[src/rtl/gold_iq_descrambler.sv]
// Header-locked IQ quadrant (de)rotator driven by a two-LFSR Gold sequence.
// Tracks frame length with an optional overlength guard.
module gold_iq_descrambler #(
    parameter int              W         = 8,
    parameter logic [2*W-1:0]  HDR_WORD  = '1,
    parameter int              HDR_COUNT = 4,
    parameter logic [17:0]     SEED_X    = 18'h00001,
    parameter logic [17:0]     SEED_Y    = 18'h3FFFF,
    parameter int              MODE      = 0,
    parameter int              SAT       = 0,
    parameter int              RESEED    = 1,
    parameter int              LEN_W     = 16,
    parameter int              MAX_LEN   = 0
) (
    input  logic             clk,
    input  logic             reset,
    input  logic [2*W-1:0]   in_data,
    input  logic             in_valid,
    output logic [2*W-1:0]   out_data,
    output logic             out_valid,
    output logic             out_sof,
    output logic             locked,
    output logic             frame_done,
    output logic [LEN_W-1:0] frame_len,
    output logic             len_err
);

    localparam int HC_W = (HDR_COUNT < 2) ? 1 : $clog2(HDR_COUNT + 1);
    localparam logic [HC_W-1:0]  HC_LAST   = HC_W'(HDR_COUNT - 1);
    localparam logic [LEN_W-1:0] LEN_LIMIT = LEN_W'(MAX_LEN);
    localparam logic [W-1:0]     NEG_MIN   = {1'b1, {(W-1){1'b0}}};
    localparam logic [W-1:0]     POS_MAX   = {1'b0, {(W-1){1'b1}}};

    typedef enum logic [1:0] {
        HUNT = 2'b00,
        DATA = 2'b01
    } state_t;

    state_t             r_state;
    logic [HC_W-1:0]    r_hdr_cnt;
    logic [LEN_W-1:0]   r_len_cnt;
    logic [17:0]        r_x;
    logic [17:0]        r_y;
    logic               r_sof_armed;

    logic               w_is_hdr;
    logic               w_a;
    logic               w_b;
    logic               w_d;
    logic [1:0]         w_r;
    logic [1:0]         w_k;
    logic [W-1:0]       w_i;
    logic [W-1:0]       w_q;
    logic [W-1:0]       w_re;
    logic [W-1:0]       w_im;
    logic [LEN_W-1:0]   w_len_next;
    logic               w_overlength;

    // With SAT the single unrepresentable negation clamps to the largest positive value.
    function automatic logic [W-1:0] negate(input logic [W-1:0] v);
        if ((SAT != 0) && (v == NEG_MIN)) begin
            return POS_MAX;
        end
        return -v;
    endfunction

    assign w_is_hdr = (in_data == HDR_WORD);
    assign w_i      = in_data[W-1:0];
    assign w_q      = in_data[2*W-1:W];

    assign w_a = r_x[5] ^ r_x[7] ^ r_x[16];
    assign w_b = ^{r_y[16:9], r_y[7:6]};
    assign w_d = r_x[1] ^ r_y[1];
    assign w_r = {w_a ^ w_b, w_d};
    assign w_k = (MODE != 0) ? (2'd0 - w_r) : w_r;

    assign w_len_next   = (r_len_cnt == '1) ? r_len_cnt : r_len_cnt + 1'b1;
    assign w_overlength = (MAX_LEN != 0) && (w_len_next == LEN_LIMIT);

    always_comb begin
        w_re = w_i;
        w_im = w_q;
        case (w_k)
            2'd1: begin
                w_re = w_q;
                w_im = negate(w_i);
            end
            2'd2: begin
                w_re = negate(w_i);
                w_im = negate(w_q);
            end
            2'd3: begin
                w_re = negate(w_q);
                w_im = w_i;
            end
            default: begin
                w_re = w_i;
                w_im = w_q;
            end
        endcase
    end

    assign locked = (r_state == DATA);

    always_ff @(posedge clk or negedge reset) begin
        if (!reset) begin
            r_state     <= HUNT;
            r_hdr_cnt   <= '0;
            r_len_cnt   <= '0;
            r_x         <= SEED_X;
            r_y         <= SEED_Y;
            r_sof_armed <= 1'b0;
            out_data    <= '0;
            out_valid   <= 1'b0;
            out_sof     <= 1'b0;
            frame_done  <= 1'b0;
            frame_len   <= '0;
            len_err     <= 1'b0;
        end else begin
            out_valid  <= 1'b0;
            out_sof    <= 1'b0;
            frame_done <= 1'b0;
            len_err    <= 1'b0;
            if ((r_state != HUNT) && (r_state != DATA)) begin
                r_state   <= HUNT;
                r_hdr_cnt <= '0;
            end else if (in_valid) begin
                case (r_state)
                    HUNT: begin
                        if (!w_is_hdr) begin
                            r_hdr_cnt <= '0;
                        end else if (r_hdr_cnt >= HC_LAST) begin
                            r_state     <= DATA;
                            r_hdr_cnt   <= '0;
                            r_len_cnt   <= '0;
                            r_sof_armed <= 1'b1;
                            if (RESEED != 0) begin
                                r_x <= SEED_X;
                                r_y <= SEED_Y;
                            end
                        end else begin
                            r_hdr_cnt <= r_hdr_cnt + 1'b1;
                        end
                    end
                    DATA: begin
                        // A header closes the frame and already counts toward the next lock.
                        if (w_is_hdr) begin
                            frame_done <= 1'b1;
                            frame_len  <= r_len_cnt;
                            r_state    <= HUNT;
                            r_hdr_cnt  <= HC_W'(1);
                        end else begin
                            out_data    <= {w_im, w_re};
                            out_valid   <= 1'b1;
                            out_sof     <= r_sof_armed;
                            r_sof_armed <= 1'b0;
                            r_len_cnt   <= w_len_next;
                            r_x         <= {r_x[0] ^ r_x[7], r_x[17:1]};
                            r_y         <= {r_y[0] ^ r_y[5] ^ r_y[7] ^ r_y[10], r_y[17:1]};
                            if (w_overlength) begin
                                frame_done <= 1'b1;
                                len_err    <= 1'b1;
                                frame_len  <= LEN_LIMIT;
                                r_state    <= HUNT;
                                r_hdr_cnt  <= '0;
                            end
                        end
                    end
                    default: begin
                        r_state   <= HUNT;
                        r_hdr_cnt <= '0;
                    end
                endcase
            end
        end
    end

endmodule
[config.mk]
export PLATFORM = sky130hd
export DESIGN_NAME = gold_iq_descrambler
export DESIGN_NICKNAME = d
export VERILOG_FILES = /design/src/rtl/gold_iq_descrambler.sv
export SDC_FILE = /design/constraint.sdc
export NUM_CORES = 1
export LEC_CHECK = 0
export CELL_PAD_IN_SITES_DETAIL_PLACEMENT = 1
export CELL_PAD_IN_SITES_GLOBAL_PLACEMENT = 1
export CORE_MARGIN = 2
export CORE_UTILIZATION = 44
export CTS_CLUSTER_DIAMETER = 120
export CTS_CLUSTER_SIZE = 16
export DETAILED_ROUTE_END_ITERATION = 10
export PLACE_DENSITY_LB_ADDON = 0.1
export SLEW_MARGIN = 20
export SYNTH_ARGS = -nofsm -noshare
export SYNTH_HDL_FRONTEND = slang
export SYNTH_SLANG_ARGS = --single-unit
[constraint.sdc]
create_clock -name clk -period 3.7 [get_ports clk]
set_clock_uncertainty 0.1 [all_clocks]
set_input_delay 0.74 -clock clk [delete_from_list [all_inputs] [get_ports clk]]
set_output_delay 0.74 -clock clk [all_outputs]
set_load 0.1 [all_outputs]
# Word level (Yosys, flattened, before mapping)
# Cells that the tools add are included.
# Widths: inputs -> output; s select.
# word_totals
register_bits	93
in_bits	19
out_inout_bits	37
word_cells	95
# classes
addsub	4
order_cmp	1
eq_ne	14
muxes	43
bitwise	10
reduce_logical	12
# op_table
operator	n
$mux 18	6
$pmux 18 s2	2
$mux 16	4
$pmux 8 s3	2
$eq 16x16->1 const B	2
$pmux 16 s2	1
$add 16x1->16 const B	1
$neg 8->8	2
$mux 1	15
$mux 3	5
$reduce_and 4->1	3
$mux 2	5
$reduce_xor 10->1	1
$ne 2x2->1 const B	4
$xor 1x1->1	8
$reduce_and 7->1	1
$ne 3x3->1 const B	2
$pmux 3 s2	1
$reduce_and 6->1	1
$reduce_bool 2->1	3
$eq 2x1->1 const B	2
$eq 2x2->1 const B	2
$pmux 2 s2	1
$add 3x1->3 const B	1
other kinds (8)	9

# Logic depth before layout (Yosys ltp)
# Gate-level depths: netlist (run 1).
# logic_depth
ltp_word	6
depth_mapped	11
depth_no_buf	11

# Least setup slack after synthesis (run 1)
# No wires, ideal clock.
# synth_timing
path_kind	input-to-reg
start	in in_data[0]
end	reg r_len_cnt[15]
setup_ns	0.079
arrival_time_ns	3.268
t_required_ns	3.521
path_slack_ns	0.253
path_stages	11
n_path_buf	1
path_cell_list	ha_1 nand4_1 nor4_4 inv_1 ha_1 nand2_2 or2_4 or4_1 buf_2 or3_1 a21oi_1
# synth_via
elab_chain_len	3
elab_cells_between_ends	4
cone_classes	3 x eq/ne; 1 x reduce/logical
# synth_lines
item	line_no	rtl
start, declared	17	input logic [2*W-1:0] in_data,
$eq 16x16->1 (*)	67	assign w_is_hdr = (in_data == HDR_WORD);
$ne 2x2->1 (no source line)	n/a	
$reduce_and 7->1 (no source line) (*)	n/a	
end signal, assigned	157	r_len_cnt <= w_len_next;
end, declared	41	logic [LEN_W-1:0] r_len_cnt;
# Mark *: on every way between the ends. The rest lies on a longest branch, timed or not.
# A chain may end at the register's enable or synchronous reset.

# Worst setup path after layout (run 1)
# layout_timing
start	in in_data[1]
end	reg r_len_cnt[15]
# Same word-level chain as after synthesis.

==> results of run 1 <==
## per-stage QoR
step	area, µm²	setup TNS [ns]
2_1_floorplan	4760	0
3_3_place_gp	5630	-0.719
3_5_place_dp	5630	-1.14
4_1_cts	5860	0
5_1_grt	5860	0
6_report	5860	0
## cells in the mapped netlist (4+ instances only)
cell type,n,area share [%]
nand4_1,8,1.1
mux2i_1,11,2.3
inv_1,9,0.71
a21oi_1,9,0.95
clkbuf_1,15,1.2
nand2_1,113,8.9
xnor2_1,17,3.1
nor2_1,21,1.7
dfrtp_1,73,38
buf_2,4,0.42
mux2_2,15,3.6
or3_1,15,2.0
xor2_1,10,1.8
nor3_1,10,1.1
o21ai_0,34,3.6
nand3_1,32,3.4
dfstp_2,19,10
ha_1,10,2.6
a31oi_1,4,0.53
a221o_1,9,1.9
## kinds of logic after synthesis
logic type	Yosys count	synth area share (%)
simple gates	216	20.8
compound gates	75	10.5
flops	92	48.9
buf+inv	32	3.10
other cells	1	0.0789
xor+xnor	32	7.13
fa+ha+maj	10	2.63
mux	28	6.89
## metal layers
metal	wire length (µm)	track usage, %	up-vias	share of wire (%)
met2	5630	34.9	57	48
met5	0	0	-	0
met3	326	2.59	11	2.8
met1	5630	29.4	1972	48
li1	-	-	1838	-
met4	188	7.78	0	1.6
## power breakdown
group | total (W) | internal [W] | leakage [nW] | switching [W]
combinational | 0.00215 | 0.000795 | 1.41 | 0.00135
clock | 0.000777 | 0.000402 | 0.114 | 0.000375
sequential | 0.00128 | 0.00118 | 1.17 | 0.000106
total | 0.00421 | 0.00238 | 2.70 | 0.00183
## flip-flops by register name, summed over array words and instances, names as in the netlist, 3 cells and up
signal / flops
r_hdr_cnt: 3
r_x: 18
r_y: 18
out_data: 16
r_len_cnt: 16
frame_len: 16
## worst register-to-register path: stages (launching register included)
cell,delay (ns)
dfstp_2,0.56
xnor3_1,0.40
xnor3_2,0.29
xnor2_2,0.53
mux4_1,0.65
nand2_1,0.09
nand2_1,0.04
## layout make-up
class                   count  area (µm²)  area share (%)
well taps                 136         170            2.90
multi-input cells         362        2290            39.2
clock buffers              11         141            2.41
repair buffers             89         811            13.8
inverters                   9        33.8           0.577
flip-flops and latches     92        2330            39.7
clock inverters             5        82.6            1.41
## what timing repair did
item	in CTS	in global routing
resized for setup	0	1
setup endpoints to repair	0	4
endpoints found under the hold margin	0	0
## worst max-delay path by stage
| stage | from | endpoint | slack [ns] | depth (start not counted) |
|---|---|---|---|---|
| global placement | in_data[0] | r_len_cnt[15]$_DFFE_PN0P_ | -0.22 | 11 |
| CTS | in_data[1] | r_len_cnt[15]$_DFFE_PN0P_ | 0.08 | 11 |
| floorplan | in_data[0] | r_len_cnt[15]$_DFFE_PN0P_ | 0.25 | 11 |
| global route | in_data[1] | r_len_cnt[9]$_DFFE_PN0P_ | 0.08 | 11 |
| detailed placement | in_data[1] | r_len_cnt[15]$_DFFE_PN0P_ | -0.30 | 11 |
| finish | in_data[1] | r_len_cnt[15]$_DFFE_PN0P_ | 0.22 | 11 |
==> results.ini, run 1 <==
[timing]
setup_viol = 0
maxClockFrequency_ghz = 0.287
maxSlewHeadroom_pct = 31.5
holdWs_ns = 0.298
rsz0062_at_grt = false
period_minus_slack_ns = 3.48
period_share_pct = 94.1
finalWorstSetupSlack_ns = 0.219
tightest_slew_ns = 1.02
final_max_slew_viol_count = 0
hold_viol = 0

[routing]
num_vias = 3878
firstDrtPassIters = 4
wl_per_cell_um = 16.7
vias_per_cell = 5.51
ant_nets = 0
wirelength_mm = 11.8
remaining_drc_errors = 0
drtIter0Drc = 96

[die]
die_h_um = 108
ioPinCount = 56
rows = 37
dieArea_mm2 = 0.0117
start_util_pct = 45.7
core_area_mm2 = 0.0104
dieWidth_um = 108

[clock_tree]
cts_tree = yes
clkTransAtPathRegs_ns = 0.09
post_cts_buffers = 0
cts_buffer_depth = 2
h-tree-depth = 3
cts_made_buffers = 9
clock-root-buffer = clkbuf_8
postCtsHoldBufs = 0
clkLatencyLatePin_ns = 0.37
clock-sinks = 92

[cells_and_area]
diodes = 0
layout_commonest_cell = nand2_1
post-route-util_pct = 56.3
layout-drive-gt1-share_pct = 18.1
final_cells = 704
syn2layout_area_growth_pct = 23.2
fillers = 1172
final_nets = 592
final_cell_mix = nand2_1, dfrtp_1, clkdlybuf4s50_1, buf_4, o21ai_0

[setup_path]
critPathCaptureType = flip-flop
cpMostUsedCell = ha_1
regToRegSetupSlack_ns = 0.95
critPathRequiredTime_ns = 3.90
reg2reg_from = r_y[16]$_DFFE_PN1P_
cp.arrival_ns = 3.68
cp_max_fo = 9
critPathLaunchType = primary input
crit_family = simple AND/OR/NAND/NOR gates
crit_chain = clkdlybuf4s50_1, ha_1, nand4_1, nor4_4, inv_1, ha_1, nand2_2, or2_4, or4_4, or3_1, a21oi_1
r2r-end = out_data[1]$_DFFE_PN0P_
rr_worst_depth = 6
critPathKind = in2reg
cp_slowest_stage_delay_ns = 0.57
slowest_stage = or4_4
crit_buf_inv = 2

[yosys]
synth_area_per_cell_um2 = 9.79
syn_area_mm2 = 0.00476
syn-num-nets = 515
yosysUniqueCellTypes = 55
ys_seq_area_share_pct = 48.9
synth_edf_count = 0
synthCells = 486
synth_ff_type = dfrtp_1
synth_warnings = 0
ys_ff_latch = 92
async_reset_ff_share_pct = 100

[placement]
place_inst = 688
hpwl_mm = 8.25
pre_cts_ws_ns = -0.298
io_buffers = 54
routabilityCongestion = 0.823

[grt]
gr-total-overflow = 0
grt_pass1_wl_mm = 19.6
antenna_found_initial = 0
grt_pass1_vias = 3904
grt.total_usage_pct = 21.4
grt_max_degree = 54

[pwr]
ir_worst_vdd_mv = 0.510
power.density_mw_per_mm2 = 719
p_leak_nw = 2.70
power_w = 0.00421

[outcome]
outcome = finished, final reports clean

[job]
cap_violations = 0

[min_path]
hold_class = in2async

Power figures use the tool's default switching activity.
==> run 2, diff against run 1 <==
--- a/config.mk
+++ b/config.mk
@@ -13,7 +13,7 @@
 export CTS_CLUSTER_SIZE = 16
 export DETAILED_ROUTE_END_ITERATION = 10
 export PLACE_DENSITY_LB_ADDON = 0.1
-export SLEW_MARGIN = 20
+export SLEW_MARGIN = 15
 export SYNTH_ARGS = -nofsm -noshare
 export SYNTH_HDL_FRONTEND = slang
 export SYNTH_SLANG_ARGS = --single-unit
==> results of run 2 <==
Final layout, timing and power as in run 1 (identical DEF).
==> run 3, diff against run 2 <==
--- a/config.mk
+++ b/config.mk
@@ -5,6 +5,7 @@
 export SDC_FILE = /design/constraint.sdc
 export NUM_CORES = 1
 export LEC_CHECK = 0
+export CAP_MARGIN = 5
 export CELL_PAD_IN_SITES_DETAIL_PLACEMENT = 1
 export CELL_PAD_IN_SITES_GLOBAL_PLACEMENT = 1
 export CORE_MARGIN = 2
@@ -13,6 +14,7 @@
 export CTS_CLUSTER_SIZE = 16
 export DETAILED_ROUTE_END_ITERATION = 10
 export PLACE_DENSITY_LB_ADDON = 0.1
+export SETUP_SLACK_MARGIN = 0.3
 export SLEW_MARGIN = 15
 export SYNTH_ARGS = -nofsm -noshare
 export SYNTH_HDL_FRONTEND = slang
==> results.ini, run 3 (synthesis gave the netlist of run 1 again) <==
[outcome]
outcome = finished, final reports clean

[cells_and_area]
reg_top3 = r_x: 18 flops, r_y: 18 flops
final_cell_mix = nand2_1, dfrtp_1, clkdlybuf4s50_1, buf_4, o21ai_0
syn2layout_area_growth_pct = 23.2
diodes = 0
design_area_mm2 = 0.00586
multi_input_area_mm2 = 0.00232
layout-drive-gt1-share_pct = 18.7
post-route-util_pct = 56.3
layout_commonest_cell = nand2_1
fillers = 1176
final_cells = 703
seqCellArea_mm2 = 0.00233
final_nets = 591

[placement]
io_buffers = 54
pre_cts_ws_ns = -0.173
place_inst = 687
hpwl_mm = 8.28
placed_cell_area_mm2 = 0.00562
routabilityCongestion = 0.799

[setup_path]
critPathRequiredTime_ns = 3.89
cp_max_fo = 8
cp_slowest_stage_delay_ns = 0.49
crit_family = simple AND/OR/NAND/NOR gates
crit_buf_inv = 2
critPathCaptureType = flip-flop
critPathKind = in2reg
critPathLaunchType = primary input
crit_chain = clkdlybuf4s50_1, ha_1, nand4_1, nor4_4, inv_2, ha_4, nand2_2, or2_4, or4_4, or3_1, a21oi_1
slowest_stage = clkdlybuf4s50_1
cp.arrival_ns = 3.46

[clock_tree]
clock-sinks = 92
cts_made_buffers = 9
clkLatencyLatePin_ns = 0.37
cts_buffer_depth = 2
cts_tree = yes
clock-root-buffer = clkbuf_8
postCtsHoldBufs = 0
clkTransAtPathRegs_ns = 0.09
h-tree-depth = 3

[grt]
grt_pass1_vias = 4048
antenna_found_initial = 0
gr-total-overflow = 0
grt_pass1_wl_mm = 19.9
grt_max_degree = 84
grt.total_usage_pct = 21.8

[die]
ioPinCount = 56
dieArea_mm2 = 0.0117
dieWidth_um = 108
die_h_um = 108
core_area_mm2 = 0.0104
start_util_pct = 45.7
rows = 37

[min_path]
hold_class = reg2reg

[routing]
wirelength_mm = 11.6
ant_nets = 0
drtIter0Drc = 115
firstDrtPassIters = 4
num_vias = 3827
remaining_drc_errors = 0
wl_per_cell_um = 16.5
vias_per_cell = 5.44

[timing]
hold_viol = 0
maxSlewHeadroom_pct = 30.9
maxClockFrequency_ghz = 0.306
period_share_pct = 88.2
tightest_slew_ns = 1.04
rsz0062_at_grt = true
finalWorstSetupSlack_ns = 0.437
setup_viol = 0
final_max_slew_viol_count = 0
period_minus_slack_ns = 3.26
holdWs_ns = 0.360

[pwr]
power.density_mw_per_mm2 = 703
p_leak_nw = 2.69
ir_worst_vdd_mv = 0.631

[job]
cap_violations = 0

-- run 3: path summary, 6_finish.rpt --
path	endpoint	from	slack, ns	cells after the start
max	r_len_cnt[15]$_DFFE_PN0P_	in_data[8]	0.44	11
min	r_y[2]$_DFFE_PN1P_	r_y[2]$_DFFE_PN1P_	0.36	2
max reg2reg	out_data[1]$_DFFE_PN0P_	r_y[16]$_DFFE_PN1P_	0.96	6
min reg2reg	r_y[2]$_DFFE_PN1P_	r_y[2]$_DFFE_PN1P_	0.36	2
max in group asynchronous	r_y[3]$_DFFE_PN1P_	reset	2.20	2
min in group asynchronous	frame_len[13]$_DFFE_PN0P_	reset	0.46	1
-- run 3: tightest hold or removal path: cells and delay by family (launching register included) --
kind	cells	cell delay [ns]
and+or+nand+nor	2	0.09
DFF	1	0.38
-- run 3: metal layers --
layer,track usage [%],share of wire (%)
met3,2.89,3.2
met1,29.7,47
met5,0,0
met4,8.33,1.5
met2,35.5,48
-- run 3: final cells by class --
class | count | area share (%)
Clock buffer | 12 | 2.65
Clock inverter | 4 | 0.811
Inverter | 9 | 0.576
Multi-Input combinational cell | 362 | 39.7
Sequential cell | 92 | 39.7
Tap cell | 136 | 2.90
Timing Repair Buffer | 88 | 13.7
-- run 3: timing repair --
action,in CTS,in global routing
resized for setup,1,4
gates cloned,0,0
setup buffers,0,0
pin swaps,2,3
setup endpoints to repair,4,11
-- run 3: metrics by stage --
step / total power [W] / TNS, ns
2_1_floorplan: 0.00300 / 0
3_3_place_gp: 0.00339 / -0.375
3_5_place_dp: 0.00344 / -0.685
4_1_cts: 0.00416 / 0
5_1_grt: 0.00436 / 0
6_report: 0.00412 / 0
-- run 3: power breakdown --
part | switching, W | total (W) | internal, W
Combinational | 0.00134 | 0.00213 | 0.000793
Clock | 0.000357 | 0.000705 | 0.000348
Sequential | 0.000109 | 0.00129 | 0.00118
Total | 0.00180 | 0.00412 | 0.00232
